## src/rtl/free_list_mp.sv

```systemverilog
// -----------------------------------------------------------------------------
// free_list_mp
//
// Multi-port free list of physical register indices for a register renamer.
// The list is a FL_DEPTH-entry circular buffer of indices. At reset it holds
// ARF_NUM .. PRF_DEPTH-1, the physical registers not used by the initial
// architectural mapping.
//
// Allocation pops up to DQ_WIDTH indices per cycle. Release pushes up to
// EQ_WIDTH stale indices per cycle. Both sides compact lanes in lane order.
//
// Dequeue never erases entries. The region [wr_ptr, rd_ptr) therefore still
// holds every in-flight index in allocation order. A flush can reclaim all
// speculative allocations by moving rd_ptr back to one full buffer behind
// wr_ptr.
//
// Optional feature (macro FREE_LIST_CHECK_EN):
//   When defined, err becomes a sticky flag. It is set by an over-full release
//   or by alloc_valid while alloc_ready=0, and is held until reset.
//   When undefined, err is tied low and no checking logic exists.
//
// Parameters
//   PRF_DEPTH   number of physical registers (power of two)
//   ARF_NUM     architectural registers mapped at reset;
//               PRF_DEPTH-ARF_NUM must be a power of two, >= 2
//   DQ_WIDTH    allocation lanes
//   EQ_WIDTH    release lanes
//
// Ports
//   clk            clock, all state on the rising edge
//   rst_n          asynchronous active-low reset
//   alloc_valid    per-lane allocation request
//   alloc_ready    high when all DQ_WIDTH lanes can be granted this cycle
//   free_idx       granted index per lane (meaningful where alloc_valid=1)
//   release_valid  per-lane stale register return
//   stale_idx      returned index per lane
//   flush          mispredict recovery, reclaims all speculative allocations
//   free_count     number of free entries
//   err            sticky protocol error (0 unless FREE_LIST_CHECK_EN)
// -----------------------------------------------------------------------------
module free_list_mp #(
    parameter int PRF_DEPTH = 64,
    parameter int ARF_NUM   = 32,
    parameter int DQ_WIDTH  = 2,
    parameter int EQ_WIDTH  = 2
) (
    input  logic                                         clk,
    input  logic                                         rst_n,
    input  logic [DQ_WIDTH-1:0]                          alloc_valid,
    output logic                                         alloc_ready,
    output logic [DQ_WIDTH-1:0][$clog2(PRF_DEPTH)-1:0]   free_idx,
    input  logic [EQ_WIDTH-1:0]                          release_valid,
    input  logic [EQ_WIDTH-1:0][$clog2(PRF_DEPTH)-1:0]   stale_idx,
    input  logic                                         flush,
    output logic [$clog2(PRF_DEPTH-ARF_NUM+1)-1:0]       free_count,
    output logic                                         err
);

    localparam int FL_DEPTH = PRF_DEPTH - ARF_NUM;
    localparam int IDX_W    = $clog2(PRF_DEPTH);
    localparam int AW       = $clog2(FL_DEPTH);
    localparam int PTR_W    = AW + 1;
    localparam int CNT_W    = $clog2(FL_DEPTH + 1);

    logic [IDX_W-1:0] mem_q [FL_DEPTH];
    logic [PTR_W-1:0] rd_ptr_q, rd_ptr_d;
    logic [PTR_W-1:0] wr_ptr_q, wr_ptr_d;

    logic [PTR_W-1:0] cnt;
    logic [PTR_W-1:0] rd_ofs;
    logic [PTR_W-1:0] wr_ofs;
    logic [AW-1:0]    rd_addr [DQ_WIDTH];
    logic [AW-1:0]    wr_addr [EQ_WIDTH];
    logic [EQ_WIDTH-1:0] rel_acc;

    // Occupancy and read-side lane compaction.
    always_comb begin
        cnt         = wr_ptr_q - rd_ptr_q;
        alloc_ready = (cnt >= PTR_W'(DQ_WIDTH));
        rd_ofs      = '0;
        for (int i = 0; i < DQ_WIDTH; i++) begin
            rd_addr[i]  = rd_ptr_q[AW-1:0] + rd_ofs[AW-1:0];
            free_idx[i] = mem_q[rd_addr[i]];
            rd_ofs      = rd_ofs + PTR_W'(alloc_valid[i]);
        end
    end

    assign free_count = CNT_W'(cnt);

    // Write-side lane compaction. A lane is accepted only while the buffer,
    // counted with the lanes already accepted this cycle, is still below full.
    // Any excess lanes are dropped, so wr_ptr never overtakes free entries.
    always_comb begin
        wr_ofs  = '0;
        rel_acc = '0;
        for (int i = 0; i < EQ_WIDTH; i++) begin
            wr_addr[i] = wr_ptr_q[AW-1:0] + wr_ofs[AW-1:0];
            rel_acc[i] = release_valid[i] && ((cnt + wr_ofs) < PTR_W'(FL_DEPTH));
            if (rel_acc[i]) begin
                wr_ofs = wr_ofs + PTR_W'(1);
            end
        end
    end

    // Pointer next-state. On a flush, rd_ptr lands exactly FL_DEPTH behind the
    // post-release wr_ptr: same index, opposite wrap bit.
    always_comb begin
        wr_ptr_d = wr_ptr_q + wr_ofs;
        rd_ptr_d = rd_ptr_q;
        if (flush) begin
            rd_ptr_d = {~wr_ptr_d[PTR_W-1], wr_ptr_d[PTR_W-2:0]};
        end else if (alloc_ready) begin
            rd_ptr_d = rd_ptr_q + rd_ofs;
        end
    end

    always_ff @(posedge clk or negedge rst_n) begin
        if (!rst_n) begin
            rd_ptr_q <= '0;
            wr_ptr_q <= PTR_W'(FL_DEPTH);
            for (int k = 0; k < FL_DEPTH; k++) begin
                mem_q[k] <= IDX_W'(ARF_NUM + k);
            end
        end else begin
            rd_ptr_q <= rd_ptr_d;
            wr_ptr_q <= wr_ptr_d;
            for (int i = 0; i < EQ_WIDTH; i++) begin
                if (rel_acc[i]) begin
                    mem_q[wr_addr[i]] <= stale_idx[i];
                end
            end
        end
    end

`ifdef FREE_LIST_CHECK_EN
    localparam int SUM_W = PTR_W + $clog2(EQ_WIDTH + 1);

    logic [SUM_W-1:0] rel_sum;
    logic             rel_illegal;
    logic             alloc_illegal;
    logic             err_q, err_d;

    // The illegal-release test uses every requested lane, including lanes
    // that the write side drops.
    always_comb begin
        rel_sum = SUM_W'(cnt);
        for (int i = 0; i < EQ_WIDTH; i++) begin
            rel_sum = rel_sum + SUM_W'(release_valid[i]);
        end
        rel_illegal   = (rel_sum > SUM_W'(FL_DEPTH));
        alloc_illegal = (|alloc_valid) && !alloc_ready;
        err_d         = err_q | rel_illegal | alloc_illegal;
    end

    always_ff @(posedge clk or negedge rst_n) begin
        if (!rst_n) begin
            err_q <= 1'b0;
        end else begin
            err_q <= err_d;
        end
    end

    assign err = err_q;
`else
    assign err = 1'b0;
`endif

endmodule

```

## config.mk

```make
export PLATFORM = sky130hd
export DESIGN_NAME = free_list_mp
export DESIGN_NICKNAME = d
export VERILOG_FILES = /design/src/rtl/free_list_mp.sv
export SDC_FILE = /design/constraint.sdc
export NUM_CORES = 1
export LEC_CHECK = 0
export ABC_CLOCK_PERIOD_IN_PS = 14700
export CORE_ASPECT_RATIO = 1.75
export CORE_MARGIN = 2
export CORE_UTILIZATION = 68
export CTS_CLUSTER_SIZE = 24
export DETAILED_ROUTE_END_ITERATION = 16
export PLACE_DENSITY = 0.87
export SLEW_MARGIN = 30
export SYNTH_ARGS = -nofsm -noshare
export SYNTH_HDL_FRONTEND = slang
export SYNTH_SLANG_ARGS = --single-unit
```

## constraint.sdc

```tcl
create_clock -name clk -period 14.7 [get_ports clk]
set_input_delay 3.675 -clock clk [delete_from_list [all_inputs] [get_ports clk]]
set_output_delay 3.675 -clock clk [all_outputs]
set_load 0.03 [all_outputs]
```

==> results of run 1 <==
[sequential cells by signal, indices dropped and copies added, names as in the netlist]
name,count
mem_q,192
rd_ptr_q,6
wr_ptr_q,6
[cell type report]
cell class              count  area (um2)
repair buffers             47         425
flip-flops and latches    204        5250
multi-input cells         726        9350
diodes                      1        2.50
well taps                 296         370
clock inverters            10        82.6
inverters                  21        78.8
clock buffers              27         598
fillers                  1413        5820
[stage by stage]
| stage | utilization [%] | total power, uW |
|---|---|---|
| final | 73.5 | 4490 |
| after global routing | 73.5 | 4630 |
| after CTS | 73.2 | 4400 |
| after detailed placement | 70.1 | 3840 |
| after global placement | 70.0 | 3750 |
| after floorplan | - | 3100 |
[cell families (layout without fill, tap and decap cells)]
group	after synthesis	after routing	share of synthesized area, %
mux	517	517	49.6
flops	204	204	34.7
simple gates	149	149	8.01
buf+inv	116	105	3.89
compound gates	29	29	1.48
fa+ha+maj	16	16	1.47
xor+xnor	14	14	0.860
other cells	1	2	0.0248
[power by group through the flow]
stage / logic [uW] / registers (uW) / clock network [uW]
after detailed placement: 2520 / 1320 / 0
after global routing: 2740 / 1330 / 567
after CTS: 2540 / 1320 / 544
final: 2610 / 1330 / 542
after floorplan: 2060 / 1040 / 0
after global placement: 2430 / 1310 / 0
[worst min-delay path by stage]
stage / startpoint / to / slack (ps) / depth (start not counted)
floorplan: wr_ptr_q[5] / wr_ptr_q[5] / 540 / 1
detailed placement: wr_ptr_q[5] / wr_ptr_q[5] / 560 / 1
finish: wr_ptr_q[5] / wr_ptr_q[5] / 560 / 1
CTS: wr_ptr_q[5] / wr_ptr_q[5] / 570 / 1
global placement: wr_ptr_q[5] / wr_ptr_q[5] / 540 / 1
global route: wr_ptr_q[5] / wr_ptr_q[5] / 580 / 1
[cells in the final DEF, fill, tap and decap left out, types with 3 or more instances in the layout]
cell type | synthesis | routed
clkdlybuf4s50_1 | 0 | 24
mux2_4 | 90 | 90
mux4_2 | 120 | 120
or4b_4 | 4 | 4
a32oi_1 | 4 | 4
clkinv_2 | 0 | 6
clkbuf_8 | 0 | 6
nand4_1 | 4 | 4
inv_1 | 17 | 17
mux2_2 | 193 | 193
nor4_2 | 6 | 6
xor2_1 | 5 | 5
nor2_1 | 12 | 12
dfstp_2 | 113 | 113
nor3_1 | 9 | 7
mux2i_1 | 6 | 6
buf_4 | 5 | 7
dfrtp_1 | 91 | 89
nand3_1 | 14 | 13
nor3_2 | 10 | 12
nand3_2 | 3 | 4
nand2b_1 | 7 | 7
clkbuf_16 | 0 | 21
xnor2_1 | 8 | 7
fa_1 | 3 | 3
mux2_1 | 108 | 108
buf_2 | 6 | 12
ha_1 | 13 | 11
nor4_4 | 18 | 18
a21oi_1 | 5 | 5
nor2b_1 | 8 | 8
or4_4 | 5 | 5
or3_1 | 6 | 6
clkinvlp_4 | 0 | 3
nand2_1 | 33 | 33
o21ai_0 | 5 | 5
[worst reg2reg max path, stage by stage (launching register included)]
cell      delay, ps
dfrtp_1         520
clkinv_1        810
ha_1            730
o211ai_1        140
a21o_1          230
a21oi_4         120
buf_4           660
or2_2           300
nor2_1           90
ha_1            240
ha_1            750
nand2b_1        450
nor3_1          870
mux2_2          420
[synth_stat cells, types with 6 or more instances]
library cell | count | area share, %
nor3_1 | 9 | 0.30
or3_1 | 6 | 0.25
nor2b_1 | 8 | 0.33
buf_1 | 10 | 0.25
nor3_2 | 10 | 0.66
mux4_2 | 120 | 18
buf_2 | 6 | 0.20
nor2_1 | 12 | 0.30
inv_1 | 17 | 0.42
mux2i_1 | 6 | 0.40
ha_1 | 13 | 1.1
nand2_1 | 33 | 0.82
buf_6 | 17 | 1.3
nand3_1 | 14 | 0.46
clkbuf_1 | 57 | 1.4
dfstp_2 | 113 | 20
xnor2_1 | 8 | 0.46
nor4_2 | 6 | 0.50
nand2b_1 | 7 | 0.29
nor4_4 | 18 | 2.5
dfrtp_1 | 91 | 15
mux2_2 | 193 | 14
mux2_4 | 90 | 8.9
mux2_1 | 108 | 8.0
[per-layer routing]
metal  part of all wire (%)  routed length, um  up-vias
li1                       -                  -     3979
met1                     31              14600     5181
met2                     49              23100      657
met3                    8.6               4080      241
met4                     12               5470        0
met5                      0                  0        -
==> summary.md, run 1 <==
| Metric | Value |
|---|---|
| Placement Cell Area | 15400 um2 |
| Crit Path Max Fanout | 48 |
| Post-CTS Setup Repair Bufs | 0 |
| Post-route cell area | 16200 um2 |
| Share of cells above drive strength 1 | 61.9% |
| Sequential area share after synthesis | 34.7% |
| Number of remaining DRC errors | 0 |
| Largest net degree at the start of global routing | 75 |
| GR met3 Demand/Resource | 8.28% |
| Setup slack after layout | 4000 ps |
| Sequential Power Share | 29.7% |
| # rows | 72 |
| Crit path largest cell delay | 700 ps |
| F_max | 0.0935 GHz |
| Power density over the cells | 278 nW/um2 |
| Vias | 10058 |
| Total grt overflow | 0 |
| Reg2reg end | mem_q[32] |
| Met1 track demand over resource | 46.2% |
| Int Power | 2550 uW |
| Vias/cell | 7.55 |
| Syn Std Cell Area | 15100 um2 |
| Synth unique cells | 58 |
| Clock root buffer | clkbuf_16 |
| Synthesis Warnings | 0 |
| #FFs+latches synth | 204 |
| Post-placement cell count | 1292 |
| Family with the most delay on the worst path | multiplexers |
| Final Instance Count excl. Fillers | 1332 |
| Worst min-delay path class | reg -> reg |
| CTS sink count | 204 |
| Reg2reg path depth | 13 |
| Synth async-reset ratio | 100% |
| IO Count | 39 |
| CTS tree | built |
| CP max-delay cell | ha_4 |
| Setup_tns | 0 ps |
| Final #Nets | 1056 |
| Slew headroom | 33.3% |
| Buffers & Inverters on Critical Path | 2 |
| Max-cap violation count | 0 |
| CP Capture Type | primary output |
| Core Area | 22000 um2 |
| Die height | 201 um |
| Layout area overhead | 6.77% |
| Pre-CTS WS | 3880 ps |
| Hold Vio Cnt, Final | 0 |
| CTS Hold Buffers Added | 0 |
| Busiest grt layer | met2 |
| First-pass GRT wire length | 69500 um |
| Placer congestion estimate | 1.03 |
| Net Sw Frac | 43.2% |
| Worst slew pin tran | 998 ps |
| Finish-stage setup viols | 0 |
| Die area | 23500 um2 |
| Hpwl dp | 31800 um |
| Drt pass-1 iters | 7 |
| Initial antenna violation count | 1 |
| Outcome | completed |
| RSZ-0062 raised after global routing | false |
| Final wirelength | 47200 um |
| Worst path cell trace | clkdlybuf4s50_1, ha_4, ha_4, mux4_2, mux4_2, mux2_2, clkdlybuf4s50_1 |
| Peak VDD IR | 139 uV |
| Starting Density | 68.8% |
| DR WL/cell | 35.5 um |
| Tcrit/Tclk final | 72.8% |
| Crit path DAT | 7020 ps |
| CP Class | in -> out |
| Vias in the first global route | 10497 |
| CTS max path bufs | 3 |
| Setup crit start kind | input pin |
| Hold WS | 565 ps |
| Reg2reg setup slack | 8250 ps |
| Worst r2r src | rd_ptr_q[2] |
| DIE WIDTH | 117 um |
| Clock Latency Late Sink | 510 ps |
| Clk pin slew, worst setup/hold paths | 70 ps |
| Crit path to | free_idx[11] |
| Synthesized net count | 1081 |
| Post-synth EDFFs | 0 |
| Synth Flop Type | dfstp_2 |
| Critical Path RT | 11020 ps |
| Post-CTS Resized | 0 |
| Leakage | 0.00658 uW |
| Global Route met2 Usage | 66.1% |
| Port bufs | 37 |
| Post-Synthesis Cells | 1046 |
| Final clock skew | 9.10 ps |
| Syn avg cell area | 14.5 um2 |
| Combinational share of power | 58.2% |
| Min Tclk post-route | 10700 ps |
| CTS buffer count | 21 |
| WP depth | 7 |
| CP startpoint | alloc_valid[0] |
| H-Tree Depth | 1 |
| Total GRT Usage | 41.3% |
| Switching pwr | 1940 uW |
| DRT antenna net count | 0 |
| Clock power frac | 12.1% |
| DR iter-0 viols | 1112 |
| Max Slew Vio Count | 0 |
(Power assumes the default switching activity.)
==> run 2: changes to the inputs <==
ABC_CLOCK_PERIOD_IN_PS = 10600   (was 14700)
CORE_UTILIZATION = 64   (was 68)
PLACE_DENSITY = 0.82   (was 0.87)
clock period = 10.6 ns   (was 14.7 ns; I/O delays follow)
==> summary.md, run 2 (synthesis results as in run 1) <==
| Metric | Value |
|---|---|
| Critical Path RT | 7950 ps (was 11020 ps) |
| Power density over the cells | 383 nW/um2 (was 278 nW/um2) |
| IO Count | 39 (unchanged) |
| Worst min-delay path class | reg -> reg (unchanged) |
| Outcome | completed (unchanged) |
| # rows | 74 (was 72) |
| Final clock skew | 10.5 ps (was 9.10 ps) |
| Clock root buffer | clkbuf_16 (unchanged) |
| Reg2reg end | mem_q[26] (was mem_q[32]) |
| Core Area | 23300 um2 (was 22000 um2) |
| Die height | 207 um (was 201 um) |
| CTS tree | built (unchanged) |
| Initial antenna violation count | 1 (unchanged) |
| Post-CTS Resized | 0 (unchanged) |
| Vias | 9940 (was 10058) |
| CP Capture Type | primary output (unchanged) |
| Final #Nets | 1058 (was 1056) |
| Post-CTS Setup Repair Bufs | 0 (unchanged) |
| Most frequent cells in the layout | 193 x mux2_2, 120 x mux4_2, 113 x dfstp_2 (unchanged) |
| Fillers | 1572 (was 1413) |
| Biggest register | mem_q (unchanged) |
| Post-route cell area | 16200 um2 (about the same) |
| CP startpoint | alloc_valid[0] (unchanged) |
| DR iter-0 viols | 1152 (was 1112) |
| DRT antenna net count | 0 (unchanged) |
| F_max | 0.111 GHz |
| Reg2reg setup slack | 4630 ps (was 8250 ps) |
| Finish-stage setup viols | 0 (unchanged) |
| Setup crit start kind | input pin (unchanged) |
| Crit Path Max Fanout | 30 (was 48) |
| Setup_tns | 0 ps (unchanged) |
| Layout area overhead | 7.14% (was 6.77%) |
| CTS max path bufs | 3 (unchanged) |
| DIE WIDTH | 120 um (was 117 um) |
| Starting Density | 64.9% (was 68.8%) |
| Hpwl dp | 32100 um (was 31800 um) |
| Largest net degree at the start of global routing | 74 (was 75) |
| Worst r2r src | rd_ptr_q[4] (was rd_ptr_q[2]) |
| CTS Hold Buffers Added | 0 (unchanged) |
| Drt pass-1 iters | 5 (was 7) |
| Placement Cell Area | 15400 um2 (about the same) |
| Slew headroom | 33.0% (was 33.3%) |
| Port bufs | 37 (unchanged) |
| CTS buffer count | 21 (unchanged) |
| Worst Hold Path EP | wr_ptr_q[5] (unchanged) |
| Total grt overflow | 0 (unchanged) |
| Hold Path Cell Cnt | 1 (unchanged) |
| CP Class | in -> out (unchanged) |
| Setup slack after layout | 1630 ps (was 4000 ps) |
| # diodes | 0 (was 1) |
| Tcrit/Tclk final | 84.6% |
| Most common cell after layout, fill and taps aside | mux2_2 (unchanged) |
| Final wirelength | 47100 um (was 47200 um) |
| Min Tclk post-route | 8970 ps |
| Hold Startpoint | wr_ptr_q[5] (unchanged) |
| Post-placement cell count | 1303 (was 1292) |
| Max-cap violation count | 0 (unchanged) |
| Crit path DAT | 6320 ps (was 7020 ps) |
| Clk pin slew, worst setup/hold paths | 60 ps (was 70 ps) |
| Final Instance Count excl. Fillers | 1342 (was 1332) |
| Max Slew Vio Count | 0 (unchanged) |
| Final Power | 6220 uW (was 4490 uW) |
| Top Registers | mem_q: 192 flops, rd_ptr_q: 6 flops, wr_ptr_q: 6 flops (unchanged) |
| Clock Latency Late Sink | 540 ps (was 510 ps) |
| Number of remaining DRC errors | 0 (unchanged) |
| RSZ-0062 raised after global routing | false (unchanged) |
| DR WL/cell | 35.1 um (was 35.5 um) |
| CTS sink count | 204 (unchanged) |
| Total GRT Usage | 38.7% (was 41.3%) |
| Reg2reg path depth | 12 (was 13) |
| Largest register FFs | 192 (unchanged) |
| Hold Vio Cnt, Final | 0 (unchanged) |
| Leakage | 0.00660 uW (was 0.00658 uW) |
| H-Tree Depth | 1 (unchanged) |
| Placer congestion estimate | 0.999 (was 1.03) |
| Vias in the first global route | 10329 (was 10497) |
| First-pass GRT wire length | 69100 um (was 69500 um) |
| Pre-CTS WS | 1670 ps (was 3880 ps) |
| Share of cells above drive strength 1 | 61.8% (was 61.9%) |
| Peak VDD IR | 215 uV (was 139 uV) |
| Die area | 24900 um2 (was 23500 um2) |
| Worst slew pin tran | 1000 ps (was 998 ps) |
| Vias/cell | 7.41 (was 7.55) |
run 2: stage by stage:
step / util (%) / hold WS (ps)
floorplan: - / 538
global placement: 66.2 / 545
detailed placement: 66.2 / 547
CTS: 69.3 / 556
global route: 69.5 / 568
finish: 69.5 / 555
run 2: cell type report:
| type | count | area, um2 | share of cell area [%] |
|---|---|---|---|
| multi-input combinational | 726 | 9340 | 57.6 |
| sequential | 204 | 5250 | 32.4 |
| clock buffer | 29 | 606 | 3.74 |
| timing repair buffer | 49 | 438 | 2.70 |
| tap | 304 | 380 | 2.35 |
| clock inverter | 9 | 121 | 0.749 |
| inverter | 21 | 78.8 | 0.486 |
run 2: power by group:
group          internal [uW]  switching [uW]
Combinational           1820            1760
Clock                    454             346
Sequential              1280             552
run 2: worst max-delay path by stage:
stage                              end  slack, ps  cells past startpoint
final                     free_idx[10]       1630                      8
after global routing      free_idx[10]       1560                      8
after CTS                 free_idx[10]       1670                      8
after detailed placement  free_idx[10]       1670                      8
after global placement     free_idx[9]       1710                      8
after floorplan           free_idx[10]       2850                      6
run 2: critical path: stages:
cell and delay [ps]:
clkdlybuf4s50_1 480, ha_4 200, ha_2 810, buf_4 390, mux4_2 330, mux4_2 520
mux2_2 320, clkdlybuf4s50_1 600
run 2: routing by layer:
| metal | GRT usage [%] | part of all wire (%) |
|---|---|---|
| met5 | 0 | 0 |
| met3 | 6.21 | 6.6 |
| met4 | 32.5 | 11 |
| met1 | 42.7 | 33 |
| met2 | 64.4 | 49 |
==> run 3: changes to the inputs <==
ABC_CLOCK_PERIOD_IN_PS = 8600   (was 10600)
clock period = 8.6 ns   (was 10.6 ns; I/O delays follow)
==> summary.md, run 3 (synthesis results as in run 1) <==
| Metric | Value |
|---|---|
| H-Tree Depth | 1 (unchanged) |
| Leakage | 0.00662 uW (was 0.00660 uW) |
| Buffers & Inverters on Critical Path | 3 (unchanged) |
| Initial antenna violation count | 0 (was 1) |
| Vias/cell | 7.39 (was 7.41) |
| Hold WS | 561 ps (was 555 ps) |
| Clk pin slew, worst setup/hold paths | 70 ps (was 60 ps) |
| CTS sink count | 204 (unchanged) |
| DR iter-0 viols | 927 (was 1152) |
| Die area | 24900 um2 (unchanged) |
| CTS tree | built (unchanged) |
| Hpwl dp | 32600 um (was 32100 um) |
| IO Count | 39 (unchanged) |
| Worst r2r src | rd_ptr_q[4] (unchanged) |
| Crit path DAT | 5640 ps (was 6320 ps) |
| Worst min-delay path class | reg -> reg (unchanged) |
| Starting Density | 64.9% (unchanged) |
| Reg2reg setup slack | 2440 ps (was 4630 ps) |
| F_max | 0.128 GHz |
| Max-cap violation count | 0 (unchanged) |
| Power density over the cells | 474 nW/um2 (was 383 nW/um2) |
| Drt pass-1 iters | 5 (unchanged) |
| Core Util, Final | 69.6% (was 69.5%) |
| Vias | 9936 (was 9940) |
| CP Class | in -> out (unchanged) |
| Crit path to | free_idx[9] (was free_idx[10]) |
| Worst path cell trace | clkdlybuf4s50_1, ha_4, ha_2, buf_12, mux4_2, mux4_2, mux2_2, clkdlybuf4s50_1 (was clkdlybuf4s50_1, ha_4, ha_2, buf_4, mux4_2, mux4_2, mux2_2, clkdlybuf4s50_1) |
| Vias in the first global route | 10628 (was 10329) |
| Critical Path RT | 6450 ps (was 7950 ps) |
| Port bufs | 37 (unchanged) |
| CTS max path bufs | 3 (unchanged) |
| First-pass GRT wire length | 69800 um (was 69100 um) |
| Reg2reg end | mem_q[32] (was mem_q[26]) |
| Area of the multi-input gates | 9340 um2 (unchanged) |
| FF/Latch Area | 5250 um2 (unchanged) |
| DRT antenna net count | 0 (unchanged) |
| DR WL/cell | 35.1 um (about the same) |
| Crit Path Max Fanout | 25 (was 30) |
| Clock root buffer | clkbuf_16 (unchanged) |
| Setup_tns | 0 ps (unchanged) |
| Largest net degree at the start of global routing | 71 (was 74) |
| DIE WIDTH | 120 um (unchanged) |
| CTS buffer count | 20 (was 21) |
| Core Area | 23300 um2 (unchanged) |
| Layout area overhead | 7.38% (was 7.14%) |
| CTS Hold Buffers Added | 0 (unchanged) |
| Setup crit start kind | input pin (unchanged) |
| Die height | 207 um (unchanged) |
| Final #Nets | 1062 (was 1058) |
| Max Slew Vio Count | 0 (unchanged) |
| Share of cells above drive strength 1 | 61.8% (about the same) |
| Fillers | 1617 (was 1572) |
| Finish-stage setup viols | 0 (unchanged) |
| Top Registers | mem_q: 192 flops, rd_ptr_q: 6 flops, wr_ptr_q: 6 flops (unchanged) |
| WP depth | 8 (unchanged) |
| Reg2reg path depth | 12 (unchanged) |
| Total grt overflow | 0 (unchanged) |
| Tcrit/Tclk final | 90.6% |
| Final clock skew | 27.4 ps (was 10.5 ps) |
| Clock Latency Late Sink | 530 ps (was 540 ps) |
| Most frequent cells in the layout | 193 x mux2_2, 120 x mux4_2, 113 x dfstp_2 (unchanged) |
| Placer congestion estimate | 1.01 (was 0.999) |
| Largest register FFs | 192 (unchanged) |
| Outcome | completed (unchanged) |
| # diodes | 0 (unchanged) |
| Biggest register | mem_q (unchanged) |
| Peak VDD IR | 248 uV (was 215 uV) |
| Crit path largest cell delay | 750 ps (was 810 ps) |
| Slew headroom | 35.2% (was 33.0%) |
| Worst slew pin tran | 972 ps (was 1000 ps) |
| Min Tclk post-route | 7790 ps |
| Hold Startpoint | wr_ptr_q[5] (unchanged) |
| CP max-delay cell | ha_2 (unchanged) |
| CP startpoint | alloc_valid[0] (unchanged) |
| RSZ-0062 raised after global routing | false (unchanged) |
| Most common cell after layout, fill and taps aside | mux2_2 (unchanged) |
| Final wirelength | 47100 um (about the same) |
| Family with the most delay on the worst path | buffers and inverters (unchanged) |
| Number of remaining DRC errors | 0 (unchanged) |
| Total GRT Usage | 38.8% (was 38.7%) |
| Post-CTS Resized | 0 (unchanged) |
| Post-CTS Setup Repair Bufs | 0 (unchanged) |
| CP Capture Type | primary output (unchanged) |
| # rows | 74 (unchanged) |
| Hold Vio Cnt, Final | 0 (unchanged) |
==> run 3: changes by cell type in the layout (fill, tap and decap cells not counted), moves of 2 or more <==
| cell | previous run | this run |
|---|---|---|
| clkinv_2 | 1 | 5 |
| buf_12 | 0 | 3 |
| clkbuf_8 | 6 | 3 |
| buf_4 | 10 | 12 |
| clkinvlp_4 | 3 | 1 |
| inv_6 | 2 | 0 |
==> run 3: worst register-to-register path: cells and delay by family (launching register included) <==
family	cells	cell delay, ps
simple gates	6	2490
buf+inv	1	580
mux	1	410
fa+ha+maj	3	1470
flops	1	730
compound gates	1	360
==> run 3: cell type report <==
cell class              count  area share [%]
multi-input cells         726            57.5
clock inverters            11           0.909
well taps                 304            2.34
repair buffers             54            3.19
flip-flops and latches    204            32.3
clock buffers              24            3.30
inverters                  21           0.485
==> run 3: per-stage QoR <==
step           cells  total power, uW  worst slack [ps]  instance area (um2)
3_5_place_dp    1307             6620               821                15500
3_3_place_gp    1307             6510               874                15500
5_1_grt         1344             7960               727                16200
6_report        1344             7710               806                16200
2_1_floorplan   1046             5300              1850                15100
4_1_cts         1342             7570               824                16200
==> run 3: per-layer routing <==
layer	wire, um	global-route usage, %	vias up
li1	-	-	4007
met1	15100	41.0	5133
met2	23500	65.9	544
met3	2580	5.11	252
met4	5910	35.6	0
met5	0	0	-
==> run 3: power by group <==
| part | switching, uW | total, uW | internal, uW |
|---|---|---|---|
| Clock | 398 | 936 | 538 |
| Sequential | 666 | 2240 | 1570 |
| Combinational | 2230 | 4530 | 2300 |
==> run 3: how the worst min path moves through the flow <==
stage	end	slack, ps	cells past startpoint
floorplan	wr_ptr_q[5]	540	1
global placement	wr_ptr_q[5]	550	1
detailed placement	wr_ptr_q[5]	550	1
CTS	wr_ptr_q[5]	570	1
global route	wr_ptr_q[5]	580	1
finish	wr_ptr_q[5]	560	1
